<file path="src/rtl/clk_div_ctrl.sv">
// clk_div_ctrl: run-time divide-ratio controller with boundary-aligned ratio changes and graceful start/stop
module clk_div_ctrl #(
  parameter int CNT_W       = 8,
  parameter int DIV_DEFAULT = 5,
  parameter int DIV_MIN     = 2
) (
  input  logic             clk_in,
  input  logic             rst,
  input  logic             en,
  input  logic             cfg_valid,
  input  logic [CNT_W-1:0] cfg_div,
  output logic             cfg_ready,
  output logic             cfg_err,
  output logic             busy,
  output logic [CNT_W-1:0] cur_div,
  output logic             div_clk_out,
  output logic             tick
);
  typedef enum logic [1:0] {OFF, RUN, PEND} state_t;
  state_t           state, state_n;
  logic [CNT_W-1:0] count, count_n, cur_div_n, pending, pending_n;
  logic [CNT_W:0]   h_n;
  logic             xfer, legal, term, err_n, run_n, dco_n, tick_n;
  assign xfer  = cfg_valid && cfg_ready;
  assign legal = xfer && (cfg_div >= CNT_W'(DIV_MIN));
  assign term  = count == cur_div - 1'b1;
  assign err_n = xfer && !legal;
  always_ff @(posedge clk_in or posedge rst) begin
    if (rst) begin
      state       <= OFF;
      count       <= '0;
      cur_div     <= CNT_W'(DIV_DEFAULT);
      pending     <= '0;
      cfg_err     <= 1'b0;
      div_clk_out <= 1'b0;
      tick        <= 1'b0;
    end else begin
      state       <= state_n;
      count       <= count_n;
      cur_div     <= cur_div_n;
      pending     <= pending_n;
      cfg_err     <= err_n;
      div_clk_out <= dco_n;
      tick        <= tick_n;
    end
  end
  always_comb begin
    state_n   = state;
    count_n   = count;
    cur_div_n = cur_div;
    pending_n = pending;
    case (state)
      OFF: begin
        cur_div_n = legal ? cfg_div : cur_div;
        state_n   = en ? RUN : OFF;
      end
      RUN: begin
        count_n = term ? '0 : count + 1'b1;
        if (legal) begin
          pending_n = cfg_div;
          state_n   = PEND;
        end else if (term && !en) begin
          state_n = OFF;
        end
      end
      PEND: begin
        count_n = term ? '0 : count + 1'b1;
        if (term) begin
          cur_div_n = pending;
          state_n   = en ? RUN : OFF;
        end
      end
      default: state_n = OFF;
    endcase
  end
  // Registered outputs are derived from next-state values so they line up with count.
  always_comb begin
    cfg_ready = state != PEND;
    busy      = state == PEND;
    run_n     = state_n != OFF;
    h_n       = ({1'b0, cur_div_n} + 1'b1) >> 1;
    dco_n     = run_n && ({1'b0, count_n} < h_n);
    tick_n    = run_n && (count_n == cur_div_n - 1'b1);
  end
endmodule

</file>
<file path="config.mk">
export PLATFORM = sky130hd
export DESIGN_NAME = clk_div_ctrl
export DESIGN_NICKNAME = d
export VERILOG_FILES = /design/src/rtl/clk_div_ctrl.sv
export SDC_FILE = /design/constraint.sdc
export NUM_CORES = 1
export LEC_CHECK = 0
export BUFFER_PORTS_ARGS = -buffer_cell sky130_fd_sc_hd__buf_2
export CORE_ASPECT_RATIO = 1.2
export CORE_MARGIN = 2
export CORE_UTILIZATION = 25
export CTS_BUF_LIST = sky130_fd_sc_hd__clkbuf_2
export DETAILED_ROUTE_END_ITERATION = 16
export PLACE_DENSITY = 0.37
export SKIP_CTS_REPAIR_TIMING = 1
export SYNTH_ARGS = -nofsm -noshare
export SYNTH_HDL_FRONTEND = slang
export SYNTH_SLANG_ARGS = --single-unit
</file>
<file path="constraint.sdc">
create_clock -name clk_in -period 5.1 [get_ports clk_in]
set_input_delay 1.275 -clock clk_in [delete_from_list [all_inputs] [get_ports clk_in]]
set_output_delay 1.275 -clock clk_in [all_outputs]
set_load 0.02 [all_outputs]
</file>
==> Yosys cells after proc, flatten, opt, wreduce, memory -nomap -nowiden <==
Cells that the tools add are included.
W data, S select, Z words.
{ "word_totals": {"register_bits": 29, "input_bits": 12, "out_inout_bits": 13} }
{ "op_classes": {"n_addsub": 4, "order_cmp": 2, "eq_ne": 5, "muxes": 10, "n_reduce_logical": 12} }
{ "op_table": {"columns": ["cell", "n"], "rows": [
  ["$mux W8", 4],
  ["$eq A8 B8 Y1", 2],
  ["$pmux W8 S2", 1],
  ["$sub A8 B1 Y8 const B", 2],
  ["$add A8 B1 Y9 const B", 1],
  ["$add A8 B1 Y8 const B", 1],
  ["$ge A8 B2 Y1 const B", 1],
  ["$lt A8 B8 Y1", 1],
  ["$logic_and A1 B1 Y1", 6],
  ["$mux W2", 3],
  ["$pmux W2 S3", 1],
  ["$eq A2 B1 Y1 const B", 1],
  ["$eq A2 B2 Y1 const B", 1],
  ["$logic_not A1 Y1", 2],
  ["$logic_not A2 Y1", 1],
  ["$ne A2 B2 Y1 const B", 1],
  ["$reduce_and A2 Y1", 1],
  ["$reduce_bool A2 Y1", 1],
  ["$reduce_or A2 Y1", 1],
  ["$mux W1", 1]
]} }

==> Depth between registers and ports, before layout <==
Gate-level depths: netlist of run 1.
{ "logic_depth": {"word_depth": 8, "depth_mapped": 20, "mapped_depth_nobuf": 18} }

==> Least setup slack after synthesis of run 1 <==
Ideal clock, no wire load.
{ "synth_path": {"kind": "reg-to-reg", "from": "register cur_div[0]", "to": "register div_clk_out", "t_arrival_ps": 4415, "path_slack_ps": 620, "path_stages_with_launch": 21, "n_path_buf": 2, "synth_period_minus_slack_ps": 4480, "path_cell_list": "dfstp_2 > inv_1 > ha_1 > clkbuf_1 > o21bai_1 > a2111oi_0 > a311oi_2 > a211oi_4 > mux2_1 > and2_1 > clkbuf_1 > inv_1 > ha_1 > inv_1 > nor2_1 > xnor2_1 > ha_1 > a21o_1 > a21o_1 > a211oi_1 > o21a_1"} }
{ "synth_between": {"elab_cells_between_ends": 16, "classes_between": "add/sub: 2; order compare: 1; eq/ne: 1; mux: 9; reduce/logical: 3"} }
{ "synth_lines": {"columns": ["item", "line_no", "source"], "rows": [
  ["start, declared", "15", "output logic [CNT_W-1:0] cur_div,"],
  ["start signal, assigned", "32", "cur_div <= CNT_W'(DIV_DEFAULT);"],
  ["start signal, assigned", "40", "cur_div <= cur_div_n;"],
  ["$sub A8 B1 Y8", "26", "assign term = count == cur_div - 1'b1;"],
  ["$eq A8 B8 Y1", "26", null],
  ["$mux W8", "68", "if (term) begin"],
  ["$pmux W8 S2", "52", "case (state)"],
  ["via cur_div_n[1]", "21", "logic [CNT_W-1:0] count, count_n, cur_div_n, pending, pending_n;"],
  ["$add A8 B1 Y9", "81", "h_n = ({1'b0, cur_div_n} + 1'b1) >> 1;"],
  ["$lt A8 B8 Y1", "82", "dco_n = run_n && ({1'b0, count_n} < h_n);"],
  ["$logic_and A1 B1 Y1", "82", null],
  ["via dco_n", "23", "logic xfer, legal, term, err_n, run_n, dco_n, tick_n;"],
  ["end signal, assigned", "43", "div_clk_out <= dco_n;"],
  ["end, declared", "16", "output logic div_clk_out,"]
]} }
The timed path passes the listed nets, and every way through them passes these cells.
A chain may end at the register's enable or synchronous reset.

==> Worst setup path in the final report of run 1 <==
{ "layout_path": {"from": "register cur_div[0]", "to": "register div_clk_out"} }
{ "layout_between": {"elab_cells_between_ends": 16, "classes_between": "add/sub: 2; order compare: 1; eq/ne: 1; mux: 9; reduce/logical: 3"} }
{ "layout_lines": {"columns": ["item", "line_no"], "rows": [
  ["$sub A8 B1 Y8", "26"],
  ["$eq A8 B8 Y1", "26"],
  ["$mux W8", "68"],
  ["$pmux W8 S2 (*)", "52"],
  ["via cur_div_n[0]", "21"],
  ["$add A8 B1 Y9 (*)", "81"],
  ["$lt A8 B8 Y1 (*)", "82"],
  ["$logic_and A1 B1 Y1 (*)", "82"],
  ["via dco_n", "23"]
]} }
Mark *: on every way through the listed nets, which the timed path passes. The rest lies on a longest branch.

==> results.py, run 1 <==
metrics = {
    "timing": {
        "period_minus_slack_ns": 4.56,
        "setup_ws_ns": 0.539,
        "tns_ns": 0,
        "fin_crit_sh_pct": 89.4,
        "fin_worst_skew_ns": 0.0306,
        "relSlewSlack_pct": 48.3,
        "slew_viol_final": 0,
        "rsz0062_at_grt": "no",
        "hold_viol_final": 0,
        "worstMarginPinSlew_ns": 0.765,
        "setup_violations": 0,
        "fmax_ghz": 0.219,
    },
    "layout": {
        "final_core_util_pct": 29.3,
        "drive_above_1_share_pct": 22.0,
        "diodes": 0,
        "area_growth_syn_to_layout_pct": 13.4,
        "finalNetCount": 330,
    },
    "drt": {
        "firstDrtPassIters": 4,
        "ant_nets": 0,
        "viasPerCell": 4.89,
        "dr_wl_met3_microns": 145,
        "highest_layer": "met4",
        "routedWlPerCell_microns": 17.3,
        "wl_met1_microns": 3370,
        "wirelength_microns": 7390,
        "drt-initial-drc-count": 70,
        "wl_met2_microns": 3800,
        "drcViolationCount": 0,
        "vias": 2088,
    },
    "critical_path": {
        "cp_max_fo": 17,
        "arrival_ns": 4.92,
        "cp.required_ns": 5.46,
        "end_kind": "flop",
        "worstSetupPathType": "flop to flop",
        "rr_worst_depth": 18,
        "critPathLaunchType": "flop",
    },
    "hold_path": {
        "hold_class": "flop to flop",
        "holdPathStages": 1,
    },
    "die": {
        "ios": 25,
        "die_w_microns": 95.0,
        "start_util_pct": 25.9,
        "dieArea_sq_um": 10800,
        "coreArea_sq_um": 9610,
        "num_rows": 39,
        "die_h_microns": 113,
    },
    "place": {
        "pre_cts_slack_ns": 0.447,
        "hpwl_microns": 5940,
        "gp_congestion": 0.792,
        "port_buffers": 24,
    },
    "status": {
        "outcome": "finished, final reports clean",
    },
    "yosys": {
        "ys_seq_elements": 29,
        "synth-seq-area-share_pct": 29.3,
        "ys.warnings.count": 0,
        "synth.area.top_cells": "dfrtp_1 (27%), ha_1 (7.5%), xnor2_1 (6.3%)",
        "syn_area_per_cell_sq_um": 9.04,
        "syn-cell-area_sq_um": 2490,
        "synth.top_cell.area_share_pct": 27.2,
        "yosysUniqueCellTypes": 57,
        "synthFlopType": "dfrtp_1",
        "syn_nets": 302,
        "synth_cells": 275,
        "synth_most_common_cell": "nand2_1",
        "synth_edf_count": 0,
        "async_reset_ff_share_pct": 100,
        "synth_top_area_cell": "dfrtp_1",
        "synth_common_cells": "nand2_1 (29), dfrtp_1 (27), xnor2_1 (18)",
    },
    "clocking": {
        "cts_buffers": 5,
        "clk_latency_ns": 0.40,
        "htree_levels": 2,
        "cts_buffer_depth": 2,
        "clk_pin_slew_worst_paths_ns": 0.21,
        "clockRootBuffer": "clkbuf_2",
        "cts_tree": "yes",
        "cts_sinks": 29,
    },
    "global_route": {
        "antenna_found_initial": 0,
        "grt_util_all_layers_pct": 14.6,
        "grt_pass1_vias": 2175,
        "grt_max_degree": 30,
        "grt_overflow": 0,
        "grt_first_pass_wirelength_microns": 11900,
    },
    "job": {
        "maxCapViolCount": 0,
    },
    "power_and_ir_drop": {
        "power_density_nw_per_um2": 641,
        "irDropWorstVdd_uv": 163,
        "finalPower_mw": 1.81,
        "p_leak_nw": 1.19,
    },
}
worst max-delay path, stage by stage (launching register included):
cell	delay (ns)
dfstp_2	0.57
inv_1	0.04
ha_1	0.27
o21bai_1	0.20
a2111oi_0	0.66
a311oi_2	0.20
a211oi_4	0.28
buf_4	0.28
o211a_1	0.31
inv_1	0.12
ha_1	0.24
inv_1	0.09
nor2_1	0.06
xnor2_1	0.12
ha_1	0.29
a21o_1	0.18
a21o_1	0.17
a211oi_1	0.28
o21a_1	0.16
sequential cells by signal, summed over array words and instances (netlist names):
signal       count
cur_div          8
tick             1
state            2
div_clk_out      1
count            8
pending          8
cfg_err          1
metrics by stage:
stage | std cells | hold WS, ns | cell area [sq um]
after detailed placement | 419 | 0.514 | 2770
after CTS | 427 | 0.555 | 2820
after global routing | 427 | 0.576 | 2820
after global placement | 419 | 0.498 | 2770
after floorplan | 275 | 0.451 | 2490
final | 427 | 0.551 | 2820
kinds of logic (layout without fill, tap and decap cells):
| family | count (synthesis) | after routing | synth area share [%] |
|---|---|---|---|
| xor+xnor | 28 | 28 | 9.86 |
| mux | 12 | 12 | 5.39 |
| compound gates | 73 | 73 | 24.7 |
| simple gates | 90 | 90 | 18.8 |
| buf+inv | 28 | 57 | 4.38 |
| flops | 29 | 29 | 29.3 |
| fa+ha+maj | 15 | 15 | 7.55 |
final timing paths:
check	startpoint	end	slack (ns)
worst max-delay path	cur_div[0]	div_clk_out	0.54
worst min-delay path	pending[3]	pending[3]	0.55
worst max register to register	cur_div[0]	div_clk_out	0.54
worst min register to register	pending[3]	pending[3]	0.55
max in group asynchronous	rst	cur_div[2]	3.81
min in group asynchronous	rst	count[7]	0.92
where the power goes:
part	internal, mW	switching [mW]	total (mW)	leakage [nW]
Combinational	0.500	0.715	1.22	0.806
Clock	0.0330	0.101	0.134	0.0212
Sequential	0.325	0.132	0.457	0.359
layer usage:
metal / global-route usage, % / up-vias
met5: 0 / -
met3: 1.80 / 5
met4: 3.48 / 0
met2: 25.7 / 28
met1: 18.7 / 990
li1: - / 1065
placed cells by master, fill, tap and decap left out, types with 2 or more instances in the layout:
cell type    n
a311oi_4     3
o211a_1      2
a21o_1       6
nand4_1      4
nor2b_1      4
nor2_1      15
a31oi_1      2
a211oi_1     6
o21ai_1      2
nor3_1       5
and2_1       4
buf_4        7
xnor2_1     18
and3_1       4
mux2_2      10
o211ai_1     3
a21oi_1     11
dfstp_2      2
o211a_2      2
dfrtp_1     27
ha_1        15
clkbuf_2     5
nand2_1     29
o22ai_1      5
xor2_1      10
nor4_1       3
a211o_4      2
buf_2       24
nor4_2       2
nand2b_1     5
a2111oi_1    3
o2111ai_1    4
inv_2        2
inv_1       16
clkinvlp_4   3
o21ai_0      9
nand3_1      9
cell type report:
cell class	count	area, sq um
Tap cell	123	154
Sequential cell	29	728
Inverter	18	67.6
Timing Repair Buffer	31	173
Clock inverter	3	22.5
Clock buffer	5	25.0
Fill cell	1037	6790
Multi-Input combinational cell	218	1650
No activity file was read; power rests on OpenSTA's default activity.
==> run 2, diff against run 1 <==
--- a/config.mk
+++ b/config.mk
@@ -10,7 +10,9 @@
 export CORE_MARGIN = 2
 export CORE_UTILIZATION = 25
 export CTS_BUF_LIST = sky130_fd_sc_hd__clkbuf_2
+export CTS_CLUSTER_DIAMETER = 40
 export DETAILED_ROUTE_END_ITERATION = 16
+export MAX_ROUTING_LAYER = met4
 export PLACE_DENSITY = 0.37
 export SKIP_CTS_REPAIR_TIMING = 1
 export SYNTH_ARGS = -nofsm -noshare
==> constraint.sdc (replaced) <==
create_clock -name clk_in -period 5.3 [get_ports clk_in]
set_input_delay 1.325 -clock clk_in [delete_from_list [all_inputs] [get_ports clk_in]]
set_output_delay 1.325 -clock clk_in [all_outputs]
set_load 0.02 [all_outputs]
==> results.py, run 2 (same netlist as run 1, synthesis figures left out) <==
metrics = {
    "status": {
        "outcome": "finished, final reports clean",
    },
    "layout": {
        "layout_common_cells": "nand2_1 (29), dfrtp_1 (27), buf_2 (24)",
        "area_growth_syn_to_layout_pct": 12.0,
        "fill_cells": 1045,
        "finalNetCount": 327,
        "multiInputGateArea_sq_um": 1650,
        "ff_latch_area_sq_um": 728,
        "drive_above_1_share_pct": 20.7,
        "final_common_cell": "nand2_1",
        "final_core_util_pct": 29.0,
        "reg_top3": "count (8), cur_div (8), pending (8)",
    },
    "timing": {
        "tns_ns": 0,
        "fin_crit_sh_pct": 87.4,
        "setup_violations": 0,
        "hold_viol_final": 0,
        "fmax_ghz": 0.216,
        "relSlewSlack_pct": 45.7,
        "slew_viol_final": 0,
        "worstMarginPinSlew_ns": 0.815,
        "period_minus_slack_ns": 4.63,
        "fin_worst_skew_ns": 0.0373,
        "rsz0062_at_grt": "no",
        "hold_slack_ns": 0.544,
    },
    "hold_path": {
        "hold_class": "flop to flop",
    },
    "power_and_ir_drop": {
        "p_leak_nw": 1.18,
        "irDropWorstVdd_uv": 125,
        "power_density_nw_per_um2": 618,
    },
    "global_route": {
        "grt_max_degree": 30,
        "grt_pass1_vias": 2102,
        "grt_first_pass_wirelength_microns": 11700,
        "grt_util_all_layers_pct": 14.9,
        "antenna_found_initial": 1,
        "grt_overflow": 0,
    },
    "critical_path": {
        "arrival_ns": 4.94,
        "worstSetupPathType": "flop to flop",
        "cp.required_ns": 5.61,
        "cp_max_fo": 17,
        "critPathLaunchType": "flop",
        "end_kind": "flop",
    },
    "clocking": {
        "clockRootBuffer": "clkbuf_2",
        "cts_sinks": 29,
        "htree_levels": 2,
        "cts_buffers": 5,
        "cts_buffer_depth": 2,
        "cts_tree": "yes",
        "clk_latency_ns": 0.36,
        "clk_pin_slew_worst_paths_ns": 0.18,
    },
    "drt": {
        "wirelength_microns": 7570,
        "firstDrtPassIters": 4,
        "drt-initial-drc-count": 58,
        "viasPerCell": 5.08,
        "routedWlPerCell_microns": 17.8,
        "vias": 2153,
        "ant_nets": 0,
        "drcViolationCount": 0,
    },
    "die": {
        "num_rows": 39,
        "die_w_microns": 95.0,
        "ios": 25,
        "dieArea_sq_um": 10800,
        "die_h_microns": 113,
        "coreArea_sq_um": 9610,
        "start_util_pct": 25.9,
    },
    "place": {
        "port_buffers": 24,
        "gp_congestion": 0.755,
        "hpwl_microns": 5960,
    },
    "job": {
        "maxCapViolCount": 0,
    },
}
run 2: changes by cell type in the layout (fill, tap and decap cells not counted):
cell | previous run | this run
diode_2 | 0 | 1
clkinvlp_4 | 3 | 0
clkbuf_2 | 5 | 6
clkinv_1 | 0 | 1
buf_4 | 7 | 4
run 2: cell type report:
type / count / area share (%)
antenna: 1 / 0.0898
clock buffer: 6 / 1.08
clock inverter: 1 / 0.135
inverter: 18 / 2.43
multi-input combinational: 218 / 59.2
sequential: 29 / 26.1
tap: 123 / 5.53
timing repair buffer: 28 / 5.39
run 2: per-stage QoR:
| step | cell area, sq um | setup WS (ns) | std cells | power [mW] |
|---|---|---|---|---|
| after CTS | 2780 | 0.712 | 423 | 1.74 |
| after floorplan | 2490 | 0.820 | 275 | 1.30 |
| after global routing | 2790 | 0.377 | 424 | 1.88 |
| after detailed placement | 2750 | 0.482 | 416 | 1.62 |
| final | 2790 | 0.670 | 424 | 1.72 |
| after global placement | 2750 | 0.540 | 416 | 1.63 |
run 2: critical path, cell delays in order, from the launching register on:
cell,delay (ns)
dfstp_2,0.65
inv_1,0.06
ha_1,0.28
o21bai_1,0.19
a2111oi_0,0.68
a311oi_2,0.21
a211oi_4,0.28
buf_4,0.28
o211a_1,0.30
inv_1,0.12
ha_1,0.25
inv_1,0.09
nor2_1,0.06
xnor2_1,0.13
ha_1,0.29
a21o_1,0.18
a21o_1,0.17
a211oi_1,0.23
o21a_1,0.15
run 2: where the power goes:
part	internal (mW)	switching (mW)	leakage [nW]	total, mW
sequential	0.314	0.143	0.359	0.457
clock	0.0309	0.0803	0.0265	0.111
combinational	0.464	0.689	0.791	1.15
run 2: path summary, 6_finish.rpt:
check | from | end | slack, ns | cells after the start
max in group asynchronous | rst | cur_div[2] | 3.91 | 3
min reg2reg | pending[6] | pending[6] | 0.54 | 1
min | pending[6] | pending[6] | 0.54 | 1
max | cur_div[0] | div_clk_out | 0.67 | 18
min in group asynchronous | rst | pending[7] | 1.01 | 3
max reg2reg | cur_div[0] | div_clk_out | 0.67 | 18
run 2: layer usage:
layer	track usage (%)	up-vias	wire, microns
li1	-	1052	-
met2	26.3	27	4060
met5	-	-	0
met4	4.35	0	80
met3	1.60	8	96
met1	17.8	1066	3330
